## config.mk

```make
export PLATFORM = sky130hd
export DESIGN_NAME = cook_sequencer_flat
export DESIGN_NICKNAME = d
export VERILOG_FILES = /design/src/rtl/cook_sequencer_pkg.sv /design/src/rtl/cook_sequencer_if.sv /design/src/rtl/cook_sequencer_key_scanner.sv /design/src/rtl/cook_sequencer.sv /design/src/flat_wrapper.sv
export SDC_FILE = /design/constraint.sdc
export NUM_CORES = 1
export LEC_CHECK = 0
export BUFFER_PORTS_ARGS = -buffer_cell sky130_fd_sc_hd__buf_4
export CAP_MARGIN = 20
export CORE_UTILIZATION = 40
export DETAILED_ROUTE_END_ITERATION = 6
export PLACE_DENSITY = 0.67
export SLEW_MARGIN = 20
export SYNTH_ARGS = -nofsm -noshare
export SYNTH_HDL_FRONTEND = slang
export SYNTH_SLANG_ARGS = --single-unit
```

## constraint.sdc

```tcl
create_clock -name clk_100Hz -period 5.61 [get_ports clk_100Hz]
set_clock_uncertainty 0.05 [all_clocks]
set_input_delay 0 -clock clk_100Hz [delete_from_list [all_inputs] [get_ports clk_100Hz]]
set_output_delay 0 -clock clk_100Hz [all_outputs]
set_load 0.01 [all_outputs]
```

## src/rtl/cook_sequencer_pkg.sv

```systemverilog
// Shared types and constants for the microwave cook sequencer.
// Holds the FSM state encoding, default timing constants and a one-hot helper.
package cook_sequencer_pkg;

    typedef enum logic [2:0] {
        IDLE   = 3'd0,
        ENTRY  = 3'd1,
        LOAD   = 3'd2,
        COOK   = 3'd3,
        PAUSED = 3'd4,
        DONE   = 3'd5
    } state_e;

    localparam int DIV_DEF        = 100;
    localparam int KEY_STABLE_DEF = 3;
    localparam int LOAD_LEN       = 3;
    localparam int BCD_W          = 4;

    function automatic logic is_onehot10(input logic [9:0] v);
        return (v != 10'd0) && ((v & (v - 10'd1)) == 10'd0);
    endfunction

endpackage

```

## src/rtl/cook_sequencer_if.sv

```systemverilog
// Panel/timer bundle of the cook sequencer.
// master: sequencer side (buttons/keys in, timer/magnetron/display out); slave: environment.
interface cook_sequencer_if;

    logic [0:9] keypad;
    logic       startn;
    logic       stopn;
    logic       door_closed;
    logic       timer_zero;
    logic [3:0] bcd;
    logic       loadn;
    logic       timer_clk;
    logic       mag_on;
    logic [3:0] entry_min;
    logic [3:0] entry_tens;
    logic [3:0] entry_ones;
    logic       beep;

    modport master (
        input  keypad, startn, stopn, door_closed, timer_zero,
        output bcd, loadn, timer_clk, mag_on,
        output entry_min, entry_tens, entry_ones, beep
    );

    modport slave (
        output keypad, startn, stopn, door_closed, timer_zero,
        input  bcd, loadn, timer_clk, mag_on,
        input  entry_min, entry_tens, entry_ones, beep
    );

endinterface

```

## src/rtl/cook_sequencer_key_scanner.sv

```systemverilog
// Keypad debounce: one accept pulse per press once a single key is stable.
// Ports: clk_i, rst_ni, keypad_i[0:9] (bit i = digit i), accept_o (1 cycle), digit_o.
module cook_sequencer_key_scanner
    import cook_sequencer_pkg::*;
#(
    parameter int KEY_STABLE = KEY_STABLE_DEF
) (
    input  logic             clk_i,
    input  logic             rst_ni,
    input  logic [0:9]       keypad_i,
    output logic             accept_o,
    output logic [BCD_W-1:0] digit_o
);

    localparam int CW = $clog2(KEY_STABLE + 1);

    logic [0:9]       last_q;
    logic [CW-1:0]    run_q, run_d;
    logic             held_q, held_d;
    logic             acc_q, fire_d;
    logic [BCD_W-1:0] dig_q, enc_d;

    // run_d: length of the run of identical samples including this one
    always_comb begin
        run_d = CW'(1);
        if (keypad_i == last_q) begin
            run_d = (run_q == CW'(KEY_STABLE)) ? run_q : run_q + 1'b1;
        end
    end

    always_comb begin
        enc_d = '0;
        for (int i = 0; i < 10; i++) begin
            if (keypad_i[i]) enc_d = BCD_W'(i);
        end
    end

    assign fire_d = is_onehot10(keypad_i) && (run_d == CW'(KEY_STABLE))
                    && !held_q;

    // Re-arm only once the pad reads all-zero
    always_comb begin
        held_d = held_q;
        if (keypad_i == '0) held_d = 1'b0;
        else if (fire_d)    held_d = 1'b1;
    end

    always_ff @(posedge clk_i or negedge rst_ni) begin
        if (!rst_ni) begin
            last_q <= '0;
            run_q  <= '0;
            held_q <= 1'b0;
            acc_q  <= 1'b0;
            dig_q  <= '0;
        end else begin
            last_q <= keypad_i;
            run_q  <= run_d;
            held_q <= held_d;
            acc_q  <= fire_d;
            dig_q  <= enc_d;
        end
    end

    assign accept_o = acc_q;
    assign digit_o  = dig_q;

endmodule

```

## src/rtl/cook_sequencer.sv

```systemverilog
// Microwave cook controller: M:SS keypad entry, serial timer load, cook/pause/done FSM.
// Ports: clk_100Hz, clearn (async, active low), bus (cook_sequencer_if.master).
// Build option MW_DONE_BEEP_EN: enables the done alarm on beep; otherwise beep is 0.
module cook_sequencer
    import cook_sequencer_pkg::*;
#(
    parameter int DIV        = DIV_DEF,
    parameter int KEY_STABLE = KEY_STABLE_DEF
) (
    input logic              clk_100Hz,
    input logic              clearn,
    cook_sequencer_if.master bus
);

    localparam int DW = (DIV > 1) ? $clog2(DIV) : 1;

    state_e           state_q;
    logic [BCD_W-1:0] min_q, tens_q, ones_q;
    logic [BCD_W-1:0] bcd_q;
    logic             loadn_q;
    logic             tclk_q;
    logic [DW-1:0]    div_q;
    logic [1:0]       ld_q;
    logic             start_q, stop_q;

    logic             key_acc;
    logic [BCD_W-1:0] key_dig;
    logic             start_ev, stop_ev, entry_nz;

    cook_sequencer_key_scanner #(
        .KEY_STABLE (KEY_STABLE)
    ) u_keys (
        .clk_i    (clk_100Hz),
        .rst_ni   (clearn),
        .keypad_i (bus.keypad),
        .accept_o (key_acc),
        .digit_o  (key_dig)
    );

    // Falling edge of the active-low buttons against their last sample
    assign start_ev = start_q & ~bus.startn;
    assign stop_ev  = stop_q & ~bus.stopn;
    assign entry_nz = ({min_q, tens_q, ones_q} != '0);

    always_ff @(posedge clk_100Hz or negedge clearn) begin
        if (!clearn) begin
            state_q <= IDLE;
            min_q   <= '0;
            tens_q  <= '0;
            ones_q  <= '0;
            bcd_q   <= '0;
            loadn_q <= 1'b1;
            tclk_q  <= 1'b0;
            div_q   <= '0;
            ld_q    <= '0;
            start_q <= 1'b1;
            stop_q  <= 1'b1;
        end else begin
            start_q <= bus.startn;
            stop_q  <= bus.stopn;
            tclk_q  <= 1'b0;
            unique case (state_q)
                IDLE: begin
                    if (key_acc) begin
                        min_q   <= tens_q;
                        tens_q  <= ones_q;
                        ones_q  <= key_dig;
                        state_q <= ENTRY;
                    end
                end
                ENTRY: begin
                    if (stop_ev) begin
                        min_q   <= '0;
                        tens_q  <= '0;
                        ones_q  <= '0;
                        state_q <= IDLE;
                    end else if (start_ev && bus.door_closed && entry_nz) begin
                        loadn_q <= 1'b0;
                        bcd_q   <= min_q;
                        tclk_q  <= 1'b1;
                        ld_q    <= '0;
                        state_q <= LOAD;
                    end else if (key_acc) begin
                        min_q  <= tens_q;
                        tens_q <= ones_q;
                        ones_q <= key_dig;
                    end
                end
                LOAD: begin
                    if (ld_q == 2'(LOAD_LEN - 1)) begin
                        loadn_q <= 1'b1;
                        bcd_q   <= '0;
                        div_q   <= '0;
                        state_q <= COOK;
                    end else begin
                        bcd_q  <= (ld_q == 2'd0) ? tens_q : ones_q;
                        tclk_q <= 1'b1;
                        ld_q   <= ld_q + 2'd1;
                    end
                end
                COOK: begin
                    if (bus.timer_zero) begin
                        state_q <= DONE;
                    end else if (!bus.door_closed || stop_ev) begin
                        state_q <= PAUSED;
                    end else if (div_q == DW'(DIV - 1)) begin
                        div_q  <= '0;
                        tclk_q <= 1'b1;
                    end else begin
                        div_q <= div_q + 1'b1;
                    end
                end
                PAUSED: begin
                    if (stop_ev) begin
                        min_q   <= '0;
                        tens_q  <= '0;
                        ones_q  <= '0;
                        state_q <= IDLE;
                    end else if (start_ev && bus.door_closed) begin
                        state_q <= COOK;
                    end
                end
                DONE: begin
                    if (stop_ev || start_ev) begin
                        min_q   <= '0;
                        tens_q  <= '0;
                        ones_q  <= '0;
                        state_q <= IDLE;
                    end else if (key_acc) begin
                        min_q   <= '0;
                        tens_q  <= '0;
                        ones_q  <= key_dig;
                        state_q <= ENTRY;
                    end
                end
                default: state_q <= IDLE;
            endcase
        end
    end

`ifdef MW_DONE_BEEP_EN
    localparam int HALF = DIV / 2;

    logic [DW-1:0] bcnt_q;
    logic [2:0]    btog_q;
    logic          beep_q;
    logic          done_exit;

    assign done_exit = stop_ev | start_ev | key_acc;

    // Six half-periods in DONE, ending low; cleared on the leaving edge
    always_ff @(posedge clk_100Hz or negedge clearn) begin
        if (!clearn) begin
            bcnt_q <= '0;
            btog_q <= '0;
            beep_q <= 1'b0;
        end else if (state_q != DONE || done_exit) begin
            bcnt_q <= '0;
            btog_q <= '0;
            beep_q <= 1'b0;
        end else if (btog_q != 3'd6) begin
            if (bcnt_q == DW'(HALF - 1)) begin
                bcnt_q <= '0;
                btog_q <= btog_q + 3'd1;
                beep_q <= ~beep_q;
            end else begin
                bcnt_q <= bcnt_q + 1'b1;
            end
        end
    end

    assign bus.beep = beep_q;
`else
    assign bus.beep = 1'b0;
`endif

    assign bus.bcd        = bcd_q;
    assign bus.loadn      = loadn_q;
    assign bus.timer_clk  = tclk_q;
    // Drops in the same cycle the door opens, ahead of the state change
    assign bus.mag_on     = (state_q == COOK) & bus.door_closed;
    assign bus.entry_min  = min_q;
    assign bus.entry_tens = tens_q;
    assign bus.entry_ones = ones_q;

endmodule
```

## src/flat_wrapper.sv

```systemverilog
// flat-port wrapper written by rule: the top's interface ports become plain ports
module cook_sequencer_flat import cook_sequencer_pkg::*;
#(
    parameter int DIV        = DIV_DEF,
    parameter int KEY_STABLE = KEY_STABLE_DEF
)
  (clk_100Hz, clearn, bus_keypad, bus_startn, bus_stopn, bus_door_closed, bus_timer_zero, bus_bcd, bus_loadn, bus_timer_clk, bus_mag_on, bus_entry_min, bus_entry_tens, bus_entry_ones, bus_beep);
  cook_sequencer_if bus_i ();
  input logic clk_100Hz;
  input logic clearn;
  input wire logic [$bits(bus_i.keypad)-1:0] bus_keypad;
  input wire logic [$bits(bus_i.startn)-1:0] bus_startn;
  input wire logic [$bits(bus_i.stopn)-1:0] bus_stopn;
  input wire logic [$bits(bus_i.door_closed)-1:0] bus_door_closed;
  input wire logic [$bits(bus_i.timer_zero)-1:0] bus_timer_zero;
  output wire logic [$bits(bus_i.bcd)-1:0] bus_bcd;
  output wire logic [$bits(bus_i.loadn)-1:0] bus_loadn;
  output wire logic [$bits(bus_i.timer_clk)-1:0] bus_timer_clk;
  output wire logic [$bits(bus_i.mag_on)-1:0] bus_mag_on;
  output wire logic [$bits(bus_i.entry_min)-1:0] bus_entry_min;
  output wire logic [$bits(bus_i.entry_tens)-1:0] bus_entry_tens;
  output wire logic [$bits(bus_i.entry_ones)-1:0] bus_entry_ones;
  output wire logic [$bits(bus_i.beep)-1:0] bus_beep;
  assign bus_i.keypad = bus_keypad;
  assign bus_i.startn = bus_startn;
  assign bus_i.stopn = bus_stopn;
  assign bus_i.door_closed = bus_door_closed;
  assign bus_i.timer_zero = bus_timer_zero;
  assign bus_bcd = bus_i.bcd;
  assign bus_loadn = bus_i.loadn;
  assign bus_timer_clk = bus_i.timer_clk;
  assign bus_mag_on = bus_i.mag_on;
  assign bus_entry_min = bus_i.entry_min;
  assign bus_entry_tens = bus_i.entry_tens;
  assign bus_entry_ones = bus_i.entry_ones;
  assign bus_beep = bus_i.beep;
  cook_sequencer #(.DIV(DIV), .KEY_STABLE(KEY_STABLE)) u_core (.clk_100Hz(clk_100Hz), .clearn(clearn), .bus(bus_i));
endmodule
```

After elaboration in Yosys (flattened, before gate mapping). Index checks and enable logic that the tools add are counted.

Add/subtract/negate cells: 4. Equality and inequality tests: 22. Multiplexer cells: 64. Bitwise logic cells: 6. Reductions and logical operators: 26.

Operators with widths (number): $mux 4 (25); $pmux 4 s4 (3); $mux 7 (4); $mux 3 (9); $logic_not 10->1 (2); $reduce_and 4->1 (5); $pmux 3 s6 (1); $pmux 7 s2 (1); $mux 1 (12); $reduce_bool 12->1 (1); $and 10x10->10 (1); $eq 10x10->1 (1); $mux 2 (5); $reduce_bool 10->1 (1); $sub 10x1->10 const B (1); $ne 3x2->1 const B (3); $ne 2x2->1 const B (4); $pmux 4 s2 (1); $add 7x1->7 const B (1); $eq 7x7->1 const B (1); $eq 2x2->1 const B (3); $eq 3x2->1 const B (2); $eq 3x3->1 const B (2); $ne 2x1->1 const B (3); other kinds (16) (30).

Bits in registers: 50. Input bits: 16. Output and inout port bits: 20. Logic and storage cells: 138.

Depth between registers and ports, before layout.
Depth in word-level cells: 9. Gate-level depth with buffers: 7. Depth with buffers taken out: 6.

Cells and area by module. Synthesis repeated with hierarchy kept, for this count alone.

Cell total of the unflattened synthesis: 232. Area total of the unflattened synthesis: 2466.1 um2.

Modules (own cells, without submodules): cook_sequencer (instances 1, cells an instance 164, area each 1690.4 um2, seq. area each 804.5 um2); cook_sequencer_key_scanner (instances 1, cells an instance 68, area each 775.7 um2, seq. area each 450.4 um2).

Least setup slack after synthesis. Ideal clock, no wire load.

Path type: reg2reg. From: reg u_core.ones_q[1], in the netlist u_core.bus.entry_ones[1]. To: reg u_core.min_q[1], in the netlist u_core.bus.entry_min[1]. Setup time: 0.121 ns. Data arrival time: 1.857 ns. Data required time: 5.439 ns. Slack: 3.582 ns. Cell stages (with the launch flop): 7. Buffers on the path: 1. Period minus slack after synthesis: 2.028 ns. Cell sequence: dfrtp_1 -> nor4_1 -> a31oi_1 -> nor2b_4 -> or4_4 -> buf_6 -> a22o_1.

Word-level cells in the longest chain between the ends: 4.

RTL lines: start: declaration (line cook_sequencer.sv:18) `logic [BCD_W-1:0] min_q, tens_q, ones_q;`; start signal: assignment (line cook_sequencer.sv:67) `ones_q <= key_dig;`; start signal: assignment (line cook_sequencer.sv:86) `ones_q <= key_dig;`; start signal: assignment (line cook_sequencer.sv:132) `ones_q <= key_dig;`; $reduce_bool 12->1 (line cook_sequencer.sv:43) `assign entry_nz = ({min_q, tens_q, ones_q} != '0);`; $logic_and 1x1->1 (line cook_sequencer.sv:77) `end else if (start_ev && bus.door_closed && entry_nz) begin`; $ne 3x2->1 (no source line); $reduce_and 4->1 (no source line); end signal: assignment (line cook_sequencer.sv:65) `min_q <= tens_q;`; end signal: assignment (line cook_sequencer.sv:84) `min_q <= tens_q;`; end: declaration (line cook_sequencer.sv:18).

Every way passes these cells. A chain may end at the register's enable or synchronous reset.

Worst setup path in the final report.
From: reg u_core.tens_q[3], in the netlist u_core.bus.entry_tens[3]. To: reg u_core.tens_q[2], in the netlist u_core.bus.entry_tens[2].

Word-level cells in the longest chain between the ends: 4.

RTL lines: start: declaration (line cook_sequencer.sv:18); start signal: assignment (line cook_sequencer.sv:66) `tens_q <= ones_q;`; start signal: assignment (line cook_sequencer.sv:85) `tens_q <= ones_q;`; $reduce_bool 12->1 (line cook_sequencer.sv:43); $logic_and 1x1->1 (line cook_sequencer.sv:77); $ne 3x2->1 (no source line); $reduce_and 4->1 (no source line).

Every way passes these cells.

==> impl_metrics.json <==
{
  "synth.distinct_cells": 51,
  "cts_buffer_depth": 2,
  "totalPowerFinal_uw": 966,
  "insertion_delay_ns": 0.31,
  "synth_top_area_cell": "dfrtp_1",
  "fp.dieW_um": 80.6,
  "max_freq_ghz": 0.457,
  "drt-initial-drc-count": 121,
  "whs_path_depth": 3,
  "hold_viol_final": 0,
  "rrSetupSlack_ns": 3.42,
  "antenna_left": 0,
  "cp.arrival_ns": 2.34,
  "synth_area_leaders": "dfrtp_1 48%, a22o_1 4.6%, o21ai_0 3.4%",
  "htreeDepth": 2,
  "cp_slowest_cell": "or4_4",
  "regArea_sq_mm": 0.00125,
  "grt_overflow": 0,
  "nets": 297,
  "setup-violations-final": 0,
  "area_growth_pct": 22.1,
  "clk_pin_slew_ns": 0.10,
  "portBuffers": 34,
  "max_slew_margin_pct": 52.8,
  "hold_path_startpoint": "bus_timer_zero",
  "stdcell_area_sq_mm": 0.00301,
  "die_h_um": 80.6,
  "finalCriticalPeriod_ns": 2.19,
  "path_max_fanout": 12,
  "clock_sinks": 50,
  "finalCritPeriodShare_pct": 39.0,
  "crit_path_end_kind": "flop",
  "status": "complete, no violations",
  "synthesis.area_sq_mm": 0.00247,
  "rsz0062_at_grt": "false",
  "drc": 0,
  "cts_buffers": 5,
  "ys_ff_latch": 50,
  "routedWlPerCell_um": 13.9,
  "final-max-slew-violation-count": 0,
  "cts_tree": "built",
  "layout_commonest_cell": "dfrtp_1",
  "grt_usage_pct": 16.8,
  "cap_violations": 0,
  "wl_um": 4910,
  "holdPathEnd": "u_core.state_q[0]",
  "initial_core_util_pct": 41.7,
  "min_path_type": "primary input to flop",
  "multiInputGateArea_sq_mm": 0.00113,
  "die_area_sq_mm": 0.00649,
  "r2r_start": "u_core.bus.entry_tens[3]",
  "cp-start-kind": "flop",
  "slowest_delay_ns": 0.62,
  "grt_pass1_wl_um": 8350,
  "synth_edf_count": 0,
  "synth_nets": 251,
  "power_density_mw_per_mm2": 320,
  "fin_tns_setup_ns": 0,
  "gpl.final_weighted_congestion": 0.794,
  "drtPass1Iterations": 4,
  "async_flop_share_pct": 100,
  "critPathBufInv": 0,
  "dp_hpwl_um": 3450,
  "netlist.area_leader.share_pct": 47.6,
  "path_cells": "nor4_1 > a31oi_1 > nor2b_4 > or4_4 > a22o_1",
  "synth-main-ff-cell": "dfrtp_1",
  "num_vias": 1906,
  "yosys_warnings": 0,
  "grt_max_degree": 51,
  "drive_gt1_share_pct": 20.4,
  "ios": 36,
  "cts_root_buf": "clkbuf_8",
  "core_area_sq_mm": 0.00592,
  "antenna_found_initial": 0,
  "post_dp_cell_area_sq_mm": 0.00277,
  "rows": 28,
  "critPathKind": "flop to flop",
  "p_leak_uw": 0.00131,
  "cp_data_required_time_ns": 5.76,
  "path_delay_family": "simple AND/OR/NAND/NOR gates",
  "grt_pass1_vias": 1814,
  "viasPerCell": 5.38,
  "diodes": 0,
  "ir_worst_vdd_mv": 0.138,
  "seq_area_frac_synth_pct": 50.8,
  "cts_resized": 0,
  "r2r_end": "u_core.bus.entry_tens[2]",
  "layout_common_cells": "47 x dfrtp_1, 34 x buf_4, 17 x o21ai_0",
  "syn_avg_cell_area_sq_um": 10.6,
  "syn_inst": 232,
  "r2r_cells": 5,
  "final.fill_count": 550,
  "worstMarginPinSlew_ns": 0.698
}
routing by layer:
layer	track usage (%)	vias to the layer above	wire, um
li1	-	938	-
met1	21.1	925	2160
met2	28.2	36	2500
met3	4.32	7	170
met4	5.36	0	79
met5	0	-	0
through the flow:
step / std cells / hold slack [ns] / utilization, % / worst slack [ns]
2_1_floorplan: 232 / -0.346 / - / 3.58
3_3_place_gp: 333 / 0.00889 / 46.8 / 3.48
3_5_place_dp: 333 / 0.0137 / 46.8 / 3.43
4_1_cts: 354 / 0.00707 / 50.9 / 3.41
5_1_grt: 354 / 0.0306 / 50.9 / 3.25
6_report: 354 / 0.00999 / 50.9 / 3.42
kinds of logic (layout without fill, tap and decap cells):
logic type | Yosys count | after routing | synth area share (%)
DFF | 50 | 50 | 50.8
and+or+nand+nor | 75 | 75 | 17.0
buffers and inverters | 17 | 64 | 3.24
AOI/OAI and AO/OA | 63 | 63 | 18.2
adders and majority gates | 5 | 5 | 2.33
other | 1 | 1 | 0.152
xor gates and xnor gates | 11 | 11 | 3.90
muxes | 10 | 10 | 4.31
layout make-up:
class	count	area share [%]
Sequential cell	50	41.6
Multi-Input combinational cell	165	37.6
Timing Repair Buffer	47	12.8
Tap cell	75	3.11
Clock buffer	5	2.28
Inverter	9	1.12
Clock inverter	3	1.45
sequential cells by signal (all words and copies together) (netlist names):
signal / count
u_core.state_q: 3
u_core.div_q: 7
u_core.stop_q: 1
u_core.start_q: 1
u_core.bus.entry_min: 4
u_core.bus.loadn: 1
u_core.bus.entry_ones: 4
u_core.u_keys.held_q: 1
u_core.u_keys.digit_o: 4
u_core.bus.entry_tens: 4
u_core.u_keys.run_q: 2
u_core.ld_q: 2
u_core.bus.timer_clk: 1
u_core.u_keys.accept_o: 1
u_core.u_keys.last_q: 10
u_core.bus.bcd: 4
how the worst max path moves through the flow:
stage	from	end	slack [ns]	cells after the start
2_1_floorplan	u_core.bus.entry_ones[1]	u_core.bus.entry_min[1]	3.58	6
3_3_place_gp	u_core.bus.entry_tens[3]	u_core.bus.entry_tens[3]	3.48	5
3_5_place_dp	u_core.bus.entry_tens[3]	u_core.bus.entry_tens[2]	3.43	5
4_1_cts	u_core.bus.entry_tens[3]	u_core.bus.entry_tens[2]	3.41	5
5_1_grt	u_core.bus.entry_ones[1]	u_core.bus.entry_tens[2]	3.25	5
6_report	u_core.bus.entry_tens[3]	u_core.bus.entry_tens[2]	3.42	5
power breakdown:
part           internal [uW]  total (uW)  switching [uW]
registers                393         446            52.9
clock network            134         258             124
logic                    117         262             144
synth_stat cells, types with 4 or more instances:
master and instances:
a21oi_1 4, a22o_1 13, clkbuf_1 4, dfrtp_1 47, inv_1 9, mux2_2 5
mux2i_1 5, nand2_1 14, nand2b_1 7, nand3_1 7, nor2_1 12, nor2b_1 7
nor3_1 5, nor4_1 4, o21ai_0 17, o22ai_1 5, xnor2_1 8
repair_timing:
item,4_1_cts,5_1_grt
buffers inserted,0,0
setup endpoints to repair,0,0
hold buffers,13,0
endpoints found under the hold margin,63,0
worst reg2reg max path: stages, from the launching register on:
cell,delay [ns]
dfrtp_1,0.43
nor4_1,0.31
a31oi_1,0.19
nor2b_4,0.22
or4_4,0.62
a22o_1,0.27
(Power assumes the default switching activity.)
